==> config.mk <==
export PLATFORM = sky130hd
export DESIGN_NAME = gf_inverse
export DESIGN_NICKNAME = d
export VERILOG_FILES = /design/src/rtl/gf_inverse.sv
export SDC_FILE = /design/constraint.sdc
export NUM_CORES = 1
export LEC_CHECK = 0
export BUFFER_PORTS_ARGS = -buffer_cell sky130_fd_sc_hd__buf_2
export CAP_MARGIN = 20
export CORE_MARGIN = 2
export CORE_UTILIZATION = 33
export CTS_BUF_LIST = sky130_fd_sc_hd__clkbuf_4 sky130_fd_sc_hd__clkbuf_8
export CTS_CLUSTER_SIZE = 30
export DETAILED_ROUTE_END_ITERATION = 6
export SLEW_MARGIN = 10
export SYNTH_ARGS = -nofsm -noshare
export SYNTH_HDL_FRONTEND = slang
export SYNTH_SLANG_ARGS = --single-unit
export TNS_END_PERCENT = 100
==> constraint.sdc <==
create_clock -name clk -period 2.7 [get_ports clk]
set_input_delay 0.135 -clock clk [delete_from_list [all_inputs] [get_ports clk]]
set_output_delay 0.135 -clock clk [all_outputs]
set_load 0.05 [all_outputs]
==> src/rtl/gf_inverse.sv <==
// GF(2^8) multiplicative inverse, computed as x^254 by square-and-multiply.
// A byte is taken in IDLE and worked on for seven CALC cycles.
// The result is then presented in DONE until downstream takes it.
// 0x00 maps to 0x00 without any special case, because 0^254 = 0.
module gf_inverse #(
  parameter logic [7:0] REDUCE_POLY = 8'h1B
) (
  input  logic       clk,
  input  logic       rst_n,
  input  logic       in_valid,
  output logic       in_ready,
  input  logic [7:0] in_data,
  output logic       out_valid,
  input  logic       out_ready,
  output logic [7:0] out_data
);

  typedef enum logic [1:0] {IDLE, CALC, DONE} state_t;

  state_t     state_q;
  logic [7:0] acc_q;
  logic [7:0] sq_q;
  logic [2:0] cnt_q;
  logic       out_valid_q;
  logic [7:0] out_data_q;

  logic [7:0] acc_d;
  logic [7:0] sq_d;
  logic [7:0] sq_init;

  // Shift-and-add multiply.
  // The shifted operand is reduced each time its top bit falls off, so every
  // intermediate value stays 8 bits wide.
  function automatic logic [7:0] gf_mul(input logic [7:0] a, input logic [7:0] b);
    logic [7:0] p;
    logic [7:0] aa;
    p  = 8'h00;
    aa = a;
    for (int i = 0; i < 8; i++) begin
      if (b[i]) p = p ^ aa;
      aa = aa[7] ? ((aa << 1) ^ REDUCE_POLY) : (aa << 1);
    end
    return p;
  endfunction

  // Product terms for one CALC step. Both use the old register values.
  // After step k, acc holds x^(2+4+...+2^(k+1)).
  // After seven steps the exponent is 254, which gives the inverse.
  always_comb begin
    acc_d   = gf_mul(acc_q, sq_q);
    sq_d    = gf_mul(sq_q, sq_q);
    sq_init = gf_mul(in_data, in_data);
  end

  // Ready is gated by reset, so it reads 0 while reset is held.
  // It rises as soon as reset releases, allowing acceptance on the first edge.
  assign in_ready  = rst_n & (state_q == IDLE);
  assign out_valid = out_valid_q;
  assign out_data  = out_data_q;

  // Control FSM and datapath registers.
  always_ff @(posedge clk or negedge rst_n) begin
    if (!rst_n) begin
      state_q     <= IDLE;
      acc_q       <= 8'h00;
      sq_q        <= 8'h00;
      cnt_q       <= 3'd0;
      out_valid_q <= 1'b0;
      out_data_q  <= 8'h00;
    end else begin
      case (state_q)
        IDLE: begin
          if (in_valid) begin
            sq_q    <= sq_init;
            acc_q   <= 8'h01;
            cnt_q   <= 3'd0;
            state_q <= CALC;
          end
        end
        CALC: begin
          acc_q <= acc_d;
          sq_q  <= sq_d;
          cnt_q <= cnt_q + 3'd1;
          if (cnt_q == 3'd6) begin
            state_q     <= DONE;
            out_valid_q <= 1'b1;
            out_data_q  <= acc_d;
          end
        end
        DONE: begin
          // No new byte is taken on the handshake edge.
          // IDLE is re-entered first, and acceptance happens on a later edge.
          if (out_ready) begin
            state_q     <= IDLE;
            out_valid_q <= 1'b0;
          end
        end
        default: begin
          state_q     <= IDLE;
          out_valid_q <= 1'b0;
        end
      endcase
    end
  end

endmodule
==> impl_metrics.ini <==
[clock_tree]
cts_root_buffer = clkbuf_8
post-cts-setup-buffers = 0
clkLatencyLatePin_ps = 290
htree_levels = 2
clk_pin_slew_worst_paths_ps = 70
tritoncts = done
cts_resized = 0
cts_sinks = 30
clockBufferDepth = 2
cts_made_buffers = 5
cts_hold_buf = 1

[placed_design]
dpl.cell_count = 589
dp_hpwl_um = 6300
dpl-instance-area_sq_mm = 0.00387
place_congestion = 0.988
port_buffers = 21

[timing]
fmax_mhz = 441
relSlewSlack_pct = 54.6
whs_ps = 93.5
fin_setup_tns_ps = 0
clock_skew_ps = 10.7
maxSlewViolCount = 0
fin_crit_ps = 2270
setup_viol = 0
rsz0062_at_grt = false
hold_viol = 0
worst_slew_pin_slew_ps = 679
post-route-period-util_pct = 84.0

[cells_and_area]
layout-drive-gt1-share_pct = 15.5
n_antenna_cell = 0
seq_area_sq_um = 751
final_nets = 473
fill_cells = 1118
multiInputGateArea_sq_mm = 0.00269
postLayoutCellArea_sq_mm = 0.00403
fin_cells = 598
syn_to_final_growth_pct = 9.30

[routing]
routed_wirelength_um = 8540
wl_per_cell_um = 14.3
ant_nets = 0
num_vias = 2899
via_per_inst = 4.85
drc = 0
firstDrtPassIters = 4
drt_iter0_drc = 127

[grt]
grt_pass1_wl_um = 14500
track_usage_pct = 15.3
antenna_found_initial = 0
grt_max_degree = 31
overflow = 0
grt_pass1_vias = 2904

[critical_path]
critPathKind = reg2reg
crit_path_max_fanout = 9
reg2regPathDepth = 7
worstSetupEndpointType = flop
crit_required_ps = 2830
crit_arrival_ps = 2400
start_kind = flop

[yosys]
synth_cell_type_count = 47
synth-seq-cells = 30
yosys-top-cells-count = 92 x xnor2_1, 89 x nand2_1, 31 x xor2_1
ys_warn_count = 0
yosys.area.top_type_share_pct = 21.9
post-synth-top-count-cell = xnor2_1
syn-num-nets = 468
synth-main-ff-cell = dfrtp_1
yosysTopAreaCell = xnor2_1
synth_area_sq_mm = 0.00368
syn_inst = 452
synth_edf_count = 0
netlist_top_cells_area = xnor2_1 22%, dfrtp_1 20%, nand2_1 9.1%
avgSynthCellArea_sq_um = 8.15
ys_seq_area_share_pct = 20.4
async_reset_ff_share_pct = 100

[die]
dieArea_sq_mm = 0.0120
die_h_um = 110
core_sq_mm = 0.0109
num_io_pins = 22
start_util_pct = 33.8
placementRows = 38
die_x_um = 110

[status]
outcome = finished clean

[worst_hold_path]
min_path_cells = 4
hp-class = in2reg

[job]
cap_violations = 0
==> per-stage QoR <==
stage,utilization (%),worst slack (ps)
after floorplan,-,623
after global placement,35.6,457
after detailed placement,35.6,436
after CTS,37.0,422
after global routing,37.0,275
final,37.0,431
==> registers in the layout, summed over array words and instances, names as in the netlist <==
| signal | count |
|---|---|
| sq_q | 8 |
| state_q | 2 |
| cnt_q | 3 |
| acc_q | 8 |
| out_valid | 1 |
| out_data | 8 |
==> worst max-delay path: stages (launching register included) <==
cell and delay [ps]:
dfrtp_1 610, xor3_2 590, xor2_1 190, nand2_2 90, xnor2_2 140, xnor2_1 210
xnor2_1 170, o22ai_1 110
==> logic make-up (layout without fill, tap and decap cells) <==
kind of cell | after synthesis | after routing | share of synthesized area [%]
buffers and inverters | 49 | 55 | 6.62
AO/OA/AOI/OAI | 81 | 81 | 13.9
XOR/XNOR | 144 | 144 | 39.7
multiplexers | 10 | 10 | 2.82
flip-flops | 30 | 30 | 20.4
adder cells (fa/ha/maj) | 4 | 4 | 1.36
AND/OR/NAND/NOR | 134 | 134 | 15.3
==> cells in the final DEF, fill, tap and decap left out, types with 2 or more instances in the layout <==
cell	count
a211oi_1	6
a21oi_1	14
a22o_1	2
a22oi_1	8
and2_1	3
buf_2	21
buf_4	16
bufinv_16	2
clkbuf_8	6
dfrtp_1	30
ha_1	4
inv_1	8
mux2_2	3
mux2i_1	7
nand2_1	89
nand2_2	2
nand2b_1	6
nand3_1	4
nor2_1	20
nor2b_1	6
nor3b_1	2
o211ai_1	3
o21ai_0	15
o21ai_1	15
o221ai_1	3
o22ai_1	5
xnor2_1	92
xnor2_2	8
xnor3_1	2
xor2_1	31
xor2_2	8
xor2_4	2
==> path summary, 6_finish.rpt <==
path                            slack (ps)                 endpoint               startpoint
worst max-delay path                   430     acc_q[3]$_DFFE_PN0P_     acc_q[6]$_DFFE_PN0P_
worst min-delay path                    90   state_q[1]$_DFFE_PN0P_                out_ready
worst max register to register         430     acc_q[3]$_DFFE_PN0P_     acc_q[6]$_DFFE_PN0P_
worst min register to register         480  out_data[3]$_DFFE_PN0P_  out_data[3]$_DFFE_PN0P_
max in group asynchronous             1900  out_data[5]$_DFFE_PN0P_                    rst_n
min in group asynchronous              490  out_data[3]$_DFFE_PN0P_                    rst_n
==> final cells by class <==
type	instances	area share [%]
Clock buffer	6	2.05
Clock inverter	2	1.49
Inverter	9	0.839
Multi-Input combinational cell	373	66.8
Sequential cell	30	18.6
Tap cell	140	4.35
Timing Repair Buffer	38	5.84
==> routing by layer <==
metal / share of wire (%) / GRT usage [%] / up-vias
met5: 0 / 0 / -
met1: 49 / 20.7 / 1378
met3: 2.9 / 2.31 / 7
met4: 0.67 / 2.26 / 0
li1: - / - / 1468
met2: 48 / 26.3 / 46
Power is not shown: default switching activity piles up to over one toggle a cycle in this logic, so the estimate is an artifact.
